### config.mk
export PLATFORM = sky130hd
export DESIGN_NAME = intc_route_ctrl
export DESIGN_NICKNAME = d
export VERILOG_FILES = /design/src/rtl/intc_route_ctrl_pkg.sv /design/src/rtl/intc_route_fsm.sv /design/src/rtl/intc_route_ctrl.sv
export SDC_FILE = /design/constraint.sdc
export NUM_CORES = 2
export LEC_CHECK = 0
export ABC_AREA = 1
export ABC_CLOCK_PERIOD_IN_PS = 3400
export BUFFER_PORTS_ARGS = -buffer_cell sky130_fd_sc_hd__buf_2
export CAP_MARGIN = 30
export CORE_ASPECT_RATIO = 0.7
export CORE_MARGIN = 10
export CORE_UTILIZATION = 50
export DETAILED_ROUTE_END_ITERATION = 8
export PLACE_DENSITY = 0.63
export SLEW_MARGIN = 20
export SYNTH_ARGS = -nofsm -noshare
export SYNTH_HDL_FRONTEND = slang
export SYNTH_HIERARCHICAL = 1
export SYNTH_SLANG_ARGS = --single-unit
export TNS_END_PERCENT = 50
### constraint.sdc
create_clock -name clk -period 3.4 [get_ports clk]
set_clock_uncertainty 0.2 [all_clocks]
set_input_delay 0.51 -clock clk [delete_from_list [all_inputs] [get_ports clk]]
set_output_delay 0.51 -clock clk [all_outputs]
set_load 0.01 [all_outputs]
### src/rtl/intc_route_ctrl_pkg.sv
// intc_route_ctrl_pkg: shared types and constants for the interconnect route controller.
package intc_route_ctrl_pkg;
  localparam int ROUTE_LAT = 2;
  localparam int IDX_W = 5;
  localparam int CMD_LEN_W = 16;
  typedef enum logic [1:0] {R_IDLE, R_ACTIVE, R_DRAIN} route_state_t;
  typedef struct packed {
    logic dir;
    logic [IDX_W-1:0] src;
    logic [IDX_W-1:0] dst;
    logic [CMD_LEN_W-1:0] len;
  } route_cmd_t;
endpackage

### src/rtl/intc_route_fsm.sv
// intc_route_fsm: per-destination route FSM holding a select for len beats, then draining the interconnect pipeline.
module intc_route_fsm
  import intc_route_ctrl_pkg::*;
#(
  parameter int SEL_W = 5,
  parameter int NULL_CODE = 20,
  parameter int LEN_W = 16
) (
  input  logic             clk,
  input  logic             rst,
  input  logic             load,
  input  logic [SEL_W-1:0] src,
  input  logic [LEN_W-1:0] len,
  input  logic             abort,
  output logic [SEL_W-1:0] sel,
  output logic             busy,
  output logic             done
);
  route_state_t state_q, state_d;
  logic [LEN_W-1:0] cnt_q, cnt_d;
  logic [SEL_W-1:0] sel_q, sel_d;
  logic done_q, done_d;
  always_comb begin
    state_d = state_q;
    cnt_d = cnt_q;
    sel_d = sel_q;
    done_d = 1'b0;
    case (state_q)
      R_IDLE: if (load) begin
        state_d = R_ACTIVE;
        cnt_d = len;
        sel_d = src;
      end
      R_ACTIVE: if (abort || cnt_q == LEN_W'(1)) begin
        state_d = R_DRAIN;
        cnt_d = LEN_W'(ROUTE_LAT);
        sel_d = SEL_W'(NULL_CODE);
      end else cnt_d = cnt_q - LEN_W'(1);
      R_DRAIN: if (cnt_q == LEN_W'(1)) begin
        state_d = R_IDLE;
        cnt_d = '0;
        done_d = 1'b1;
      end else cnt_d = cnt_q - LEN_W'(1);
      default: state_d = R_IDLE;
    endcase
  end
  always_ff @(posedge clk or posedge rst) begin
    if (rst) begin
      state_q <= R_IDLE;
      cnt_q <= '0;
      sel_q <= SEL_W'(NULL_CODE);
      done_q <= 1'b0;
    end else begin
      state_q <= state_d;
      cnt_q <= cnt_d;
      sel_q <= sel_d;
      done_q <= done_d;
    end
  end
  assign sel = sel_q;
  assign busy = state_q != R_IDLE;
  assign done = done_q;
endmodule

### src/rtl/intc_route_ctrl.sv
// intc_route_ctrl: decodes scheduler route commands into per-slot and per-module select FSMs.
module intc_route_ctrl
  import intc_route_ctrl_pkg::*;
#(
  parameter int SLOT_NUM = 20,
  parameter int MODULE_NUM = 20,
  parameter int LEN_W = 16,
  localparam int MS_W = $clog2(MODULE_NUM),
  localparam int SS_W = $clog2(SLOT_NUM)
) (
  input  logic                           clk,
  input  logic                           rst,
  input  logic                           cmd_valid,
  output logic                           cmd_ready,
  input  logic                           cmd_dir,
  input  logic [IDX_W-1:0]               cmd_src,
  input  logic [IDX_W-1:0]               cmd_dst,
  input  logic [LEN_W-1:0]               cmd_len,
  input  logic                           abort_valid,
  input  logic                           abort_dir,
  input  logic [IDX_W-1:0]               abort_dst,
  output logic [SLOT_NUM-1:0][MS_W-1:0]  module_select,
  output logic [MODULE_NUM-1:0][SS_W-1:0] slot_select,
  output logic [SLOT_NUM-1:0]            slot_busy,
  output logic [MODULE_NUM-1:0]          module_busy,
  output logic [SLOT_NUM-1:0]            slot_done,
  output logic [MODULE_NUM-1:0]          module_done,
  output logic                           cmd_err
);
  logic legal, abort_hit, dst_busy, accept, err_q, err_d;
  logic [31:0] slot_busy_x, module_busy_x;
  assign slot_busy_x = 32'(slot_busy);
  assign module_busy_x = 32'(module_busy);
  always_comb begin
    legal = cmd_len != '0 && (cmd_dir ? (int'(cmd_dst) < MODULE_NUM && int'(cmd_src) < SLOT_NUM)
                                      : (int'(cmd_dst) < SLOT_NUM && int'(cmd_src) < MODULE_NUM));
    abort_hit = abort_valid && abort_dir == cmd_dir && abort_dst == cmd_dst;
    dst_busy = cmd_dir ? module_busy_x[cmd_dst] : slot_busy_x[cmd_dst];
    // Illegal commands are always ready so they drain and only raise cmd_err.
    cmd_ready = !legal || (!dst_busy && !abort_hit);
    accept = cmd_valid && cmd_ready;
    err_d = accept && !legal;
  end
  always_ff @(posedge clk or posedge rst) begin
    if (rst) err_q <= 1'b0;
    else err_q <= err_d;
  end
  assign cmd_err = err_q;
  for (genvar i = 0; i < SLOT_NUM; i++) begin : g_slot
    intc_route_fsm #(.SEL_W(MS_W), .NULL_CODE(MODULE_NUM), .LEN_W(LEN_W)) u_fsm (
      .clk, .rst,
      .load(accept && legal && !cmd_dir && cmd_dst == IDX_W'(i)),
      .src(MS_W'(cmd_src)),
      .len(cmd_len),
      .abort(abort_valid && !abort_dir && abort_dst == IDX_W'(i)),
      .sel(module_select[i]),
      .busy(slot_busy[i]),
      .done(slot_done[i])
    );
  end
  for (genvar i = 0; i < MODULE_NUM; i++) begin : g_mod
    intc_route_fsm #(.SEL_W(SS_W), .NULL_CODE(SLOT_NUM), .LEN_W(LEN_W)) u_fsm (
      .clk, .rst,
      .load(accept && legal && cmd_dir && cmd_dst == IDX_W'(i)),
      .src(SS_W'(cmd_src)),
      .len(cmd_len),
      .abort(abort_valid && abort_dir && abort_dst == IDX_W'(i)),
      .sel(slot_select[i]),
      .busy(module_busy[i]),
      .done(module_done[i])
    );
  end
endmodule

Word-level counts from Yosys, hierarchy flattened
Cells that the tools add are included.

Bits in registers: 961. Output and inout port bits: 282.

Add/sub/neg operators: 40. Magnitude comparators: 3. Equal/unequal tests: 280. Multiplexer cells: 525. Reduce and logical (&&, ||, !) cells: 421.

Operators by type and width (count): $mux 16 (120); $pmux 16 s3 (40); $eq 16x1->1 const B (40); $sub 16x1->16 const B (40); $mux 5 (80); $pmux 5 s2 (40); $mux 2 (120); $ne 2x1->1 const B (120); $pmux 2 s3 (40); $reduce_and 3->1 (80); $reduce_bool 2->1 (80); $reduce_bool 3->1 (40); $logic_and 1x1->1 (92); $mux 1 (83); $eq 2x1->1 const B (40); $eq 2x2->1 const B (40); $eq 5x4->1 const B (16); $logic_not 2->1 (40); $reduce_and 2->1 (40); $logic_or 1x1->1 (41); $eq 5x3->1 const B (8); $eq 5x5->1 const B (8); $eq 5x2->1 const B (4); $reduce_bool 16->1 (1); 8 further kinds (16).

Longest topological paths before layout
Depth in word-level cells: 13. Depth in mapped cells: 22.

Modules after synthesis
Netlist, hierarchy kept.

By module, submodules not included: intc_route_fsm at g_mod[0].u_fsm ... (instances 21, cells an instance 259, area each 1681.6 µm²); intc_route_fsm at g_slot[10].u_fsm ... (instances 13, cells an instance 266, area each 1765.4 µm²); intc_route_fsm at g_slot[4].u_fsm ... (instances 5, cells an instance 264, area each 1737.9 µm²); intc_route_fsm at g_slot[9].u_fsm (instances 1, cells an instance 270, area each 1735.4 µm²); intc_route_ctrl (instances 1, cells an instance 294, area each 1278.7 µm²).

Worst setup path before layout
No wires, ideal clock.

Kind: input to register. Start point: in cmd_dst[0]. End point: reg g_mod[16].u_fsm.cnt_q[1]. Library setup time: 0.065 ns. Arrival: 2.564 ns. Setup slack: 0.571 ns. Cell stages on the path: 21. Path buffers: 4. Cells stage by stage: buf_6 buf_2 nand2_1 nand2_1 nand2_1 nand2_1 nand2_1 nand2_1 o21ai_1 nand2_1 a21oi_2 nand4_2 buf_6 nor2_1 nor2_1 nor2_1 inv_2 buf_2 nor2_1 nand2_1 nand2_1.

Cells in the longest elaborated chain, start to end: 12.

Ends and longest elaborated chain: start: declaration (RTL line intc_route_ctrl.sv:17) `input logic [IDX_W-1:0] cmd_dst,`; $bmux 1 s5 (RTL line intc_route_ctrl.sv:38) `dst_busy = cmd_dir ? module_busy_x[cmd_dst] : slot_busy_x[cmd_dst];`; $mux 1 (implied by the code) (RTL line intc_route_ctrl.sv:38); $mux 1 (RTL line intc_route_ctrl.sv:38); $logic_not 1->1 (RTL line intc_route_ctrl.sv:40) `cmd_ready = !legal || (!dst_busy && !abort_hit);`; $logic_and 1x1->1 (RTL line intc_route_ctrl.sv:40); $logic_or 1x1->1 (RTL line intc_route_ctrl.sv:40); $logic_and 1x1->1 (RTL line intc_route_ctrl.sv:41) `accept = cmd_valid && cmd_ready;`; $logic_and 1x1->1 (2 in series) (RTL line intc_route_ctrl.sv:64) `.load(accept && legal && cmd_dir && cmd_dst == IDX_W'(i)),`; $logic_and 1x1->1 (*) (RTL line intc_route_ctrl.sv:64); $ne 2x1->1 (no line) (*); $reduce_and 2->1 (no line) (*); end signal: assignment (RTL line intc_route_fsm.sv:55) `cnt_q <= cnt_d;`; end: declaration (RTL line intc_route_fsm.sv:20) `logic [LEN_W-1:0] cnt_q, cnt_d;`.

Every way passes the cells marked *; elsewhere a longest branch is shown, timed or not. The select of a mux whose other input is x is not followed. A chain may end at the register's enable or synchronous reset.

Worst setup path in the final report
Start point: reg g_mod[12].u_fsm.state_q[1]. End point: out cmd_ready.

Cells in the longest elaborated chain, start to end: 7.

Ends and longest elaborated chain: start: declaration (RTL line intc_route_fsm.sv:19) `route_state_t state_q, state_d;`; start signal: assignment (RTL line intc_route_fsm.sv:54) `state_q <= state_d;`; $reduce_bool 2->1 (RTL line intc_route_fsm.sv:61) `assign busy = state_q != R_IDLE;`; $bmux 1 s5 (RTL line intc_route_ctrl.sv:38); $mux 1 (implied by the code) (RTL line intc_route_ctrl.sv:38); $mux 1 (RTL line intc_route_ctrl.sv:38); $logic_not 1->1 (RTL line intc_route_ctrl.sv:40); $logic_and 1x1->1 (RTL line intc_route_ctrl.sv:40); $logic_or 1x1->1 (RTL line intc_route_ctrl.sv:40); end: declaration (RTL line intc_route_ctrl.sv:14) `output logic cmd_ready,`.

No other way between the ends. The select of a mux whose other input is x is not followed.

==> run_results.csv <==
group,metric,value,unit
clock_tree,cts_inserted_buffers,104,
placed_design,portBuffers,318,
sta,setup_repair_after_global_routing_missed_its_margin,"yes",
power_and_ir_drop,power-per-cell-area,1160,nW/um2
placed_design,dp.cells,13000,
finish,fin_nets,11600,
clock_tree,cts.sinks,961,
finish,syn_to_final_growth,14.8,%
critical_path,criticalPathCategory,"flip-flop to output pin",
finish,drive_above_1_share,14.9,%
grt,number_of_antenna_violations_at_the_first_check_in_global_routing,23,
critical_path,data_required_critical_path,2.69,ns
synth,post_synth_num_cell_types,36,
die,dieWidth,467,um
die,io_pins,319,
sta,slew_headroom,30.2,%
sta,fin_crit_sh,99.2,%
power_and_ir_drop,worst_ir_drop_vdd,0.527,mV
placed_design,detailed_place_hpwl,173000,um
sta,finalWorstSetupSlack,0.0267,ns
critical_path,cp.arrival,2.66,ns
finish,fillers,13300,
sta,setup-violations-final,0,
grt,first_pass_grt_wire_length,371000,um
synth,postSynthNetCount,11100,
clock_tree,cts_max_path_buffers,3,
critical_path,crit_start_category,"flip-flop",
synth,syn_area,70000,um2
clock_tree,clock_insertion_delay_worst_skew,0.76,ns
synth,number_of_register_bits_inferred_by_synthesis,961,
die,fp.coreArea,139000,um2
grt,grt_overflow_total,0,
grt,grt_start_max_net_pins,41,
drt,drt_drc,0,
drt,drt-initial-drc-count,7339,
finish,number_of_cells_in_the_finished_layout_apart_from_fillers,13300,
sta,fmax,0.296,GHz
die,floorplan.die_area,156000,um2
die,die_h,333,um
power_and_ir_drop,total_leakage_power,0.0420,uW
drt,first_pass_iters,7,
placed_design,worst_setup_slack_post_dpl,-0.471,ns
drt,postRouteAntennaNets,0,
min_path,worstHoldPathType,"primary input to flip-flop",
die,start_util,50.5,%
drt,detail_route.vias_per_cell,5.27,
finish,area_of_the_multi_input_gates,40900,um2
placed_design,gp_congestion,0.977,
die,placement_rows,114,
sta,layout_min_cycle_time,3.37,ns
critical_path,critPathCaptureType,"output pin",
drt,total_wirelength,243000,um
run,drv_cap,0,
synth,seq_area_frac_synth,34.5,%
synth,postSynthCellCount,10800,
clock_tree,htreeDepth,3,
sta,final-max-slew-violation-count,0,
synth,syn-mean-instance-area,6.49,um2
grt,first_global_vias,62100,
clock_tree,cts_tree,"built",
status,run_status,"completed",
finish,seqCellArea,24100,um2
drt,wire_per_inst,18.3,um
clock_tree,cts.reportedPaths.clkPinSlew,0.07,ns
clock_tree,clock-root-buffer,"clkbuf_16",
sta,sum_neg_setup_slack,0,ns
sta,timing.final.hold_violations,0,
grt,groute.usage.overall,29.9,%
critical_path,crit_fanout,3,
synth,warnings_synthesis,6,
sta,worst_margin_pin_slew,1.05,ns
drt,dr_total_vias,70000,
==> flip-flops by register name (all words and copies together), names as in the netlist <==
name and cells:
g_mod.u_fsm/cnt_q 320, g_slot.u_fsm/cnt_q 320, g_mod.u_fsm/sel 100, g_slot.u_fsm/sel 100
g_mod.u_fsm/state_q 40, g_slot.u_fsm/state_q 40, g_mod.u_fsm/done 20, g_slot.u_fsm/done 20
cmd_err 1
==> per-stage QoR <==
step,hold WS [ns],total power (uW),instance area (um2),util [%]
after floorplan,0.0387,62800,70000,-
after global placement,0.262,77200,75700,54.7
after detailed placement,0.268,78600,75700,54.7
after CTS,0.0597,91700,79600,57.5
after global routing,0.0787,102000,80300,58.0
final,0.0950,92900,80300,58.0
==> path summary, 6_finish.rpt <==
check | start | endpoint | slack (ns) | depth (start not counted)
hold reg to reg | g_slot[12].u_fsm/sel[0]$_DFFE_PP0P_ | g_slot[12].u_fsm/sel[0]$_DFFE_PP0P_ | 0.28 | 2
hold / removal | cmd_src[1] | g_mod[19].u_fsm/sel[1]$_DFFE_PP0P_ | 0.09 | 3
setup / recovery | g_mod[12].u_fsm/state_q[1]$_DFFE_PP0P_ | cmd_ready | 0.03 | 16
min in group asynchronous | rst | cmd_err$_DFF_PP0_ | 0.27 | 3
setup reg to reg | g_mod[12].u_fsm/state_q[1]$_DFFE_PP0P_ | g_mod[13].u_fsm/cnt_q[0]$_DFFE_PP0P_ | 0.05 | 23
max in group asynchronous | rst | g_slot[2].u_fsm/sel[4]$_DFFE_PP1P_ | 1.52 | 5
==> power by group <==
part | switching, uW | internal [uW] | leakage (uW)
Combinational | 36200 | 20700 | 0.0285
Sequential | 6180 | 17600 | 0.0117
Clock | 5140 | 7230 | 0.00177
Total | 47500 | 45500 | 0.0420
==> cell usage in the layout, fill, tap and decap left out, drive strengths merged <==
cell            n
inv           978
a22oi           4
buf           719
bufinv         11
nand4          93
nor2         2371
clkinv         15
or2             2
clkbuf        163
xnor2          71
dfstp          80
ha            240
nand3         571
o21ai         342
xor2          211
nor3           13
nor4            5
clkinvlp       10
nor4b          35
o211ai         41
a21oi         504
diode          12
nand2        4060
a21o            5
dfrtp         881
dlygate4sd3     2
==> Yosys cell counts <==
cell      count  area share, %
clkbuf_8      6           0.12
dfstp_2      80            3.0
nor2_4       39           0.63
a21o_1        5          0.054
o211ai_4     13           0.40
o21ai_0     340            2.4
inv_2        60           0.32
nand4_1      91           0.81
nor2_2      199            1.8
inv_1       919            4.9
nor4_1        5          0.045
buf_1        61           0.33
clkbuf_1     26           0.14
nand3_2      22           0.31
xnor2_1      71           0.89
nor2_1     2133             11
a22oi_1       4          0.043
buf_6        65            1.0
nor4b_1      35           0.44
dfrtp_1     881             32
o21ai_1       2          0.014
nand2_1    3833             21
a21oi_2       1          0.013
o211ai_2     27           0.48
buf_4         6          0.064
buf_2       110           0.79
nor3_1       13          0.093
nand2_4      63            1.0
nand3_4      18           0.45
a21oi_1     503            3.6
ha_1        240            4.3
nand2_2     164            1.5
or2_2         2          0.018
nand4_2       2          0.036
xor2_1      211            2.6
nand3_1     531            3.8
==> critical path: stages (launching register included) <==
cell     delay, ns
dfrtp_1       0.41
inv_2         0.07
ha_2          0.20
inv_4         0.06
nand2_1       0.06
nand2_1       0.04
nand2_1       0.05
nand2_1       0.06
nand2_1       0.05
nand2_1       0.07
o21ai_2       0.16
nand2_2       0.09
a21oi_4       0.21
buf_6         0.13
nand2_4       0.07
nand2_2       0.06
buf_6         0.10
==> routing by layer <==
metal  up-vias  global-route usage [%]  wire length, um
met5         -                       0               46
met4         6                    10.3             9770
met3       430                    4.23            17800
met2      2491                    44.9           104000
met1     32600                    43.8           112000
li1      34500                       -                -
==> kinds of logic after synthesis <==
group           after synthesis  share of synthesized area [%]
xor+xnor                    282                           3.53
compound gates              895                           7.03
flops                       961                           34.5
simple gates               7150                           42.9
buf+inv                    1253                           7.73
fa+ha+maj                   240                           4.29
==> layout make-up <==
cell class / instances / share of cell area [%]
inverter: 979 / 4.62
sequential: 961 / 30.1
antenna: 12 / 0.0374
timing repair buffer: 721 / 6.88
clock inverter: 35 / 0.612
tap: 1856 / 2.89
multi-input combinational: 8568 / 50.9
clock buffer: 163 / 3.95
==> timing repair <==
action	CTS	global route
endpoints found under the hold margin	257	0
pin swaps	7	19
endpoints found under the setup margin	192	748
cloned	0	1
hold buffers	2	0
resized for setup	78	104
setup buffers	14	27
Power figures use the tool's default switching activity.
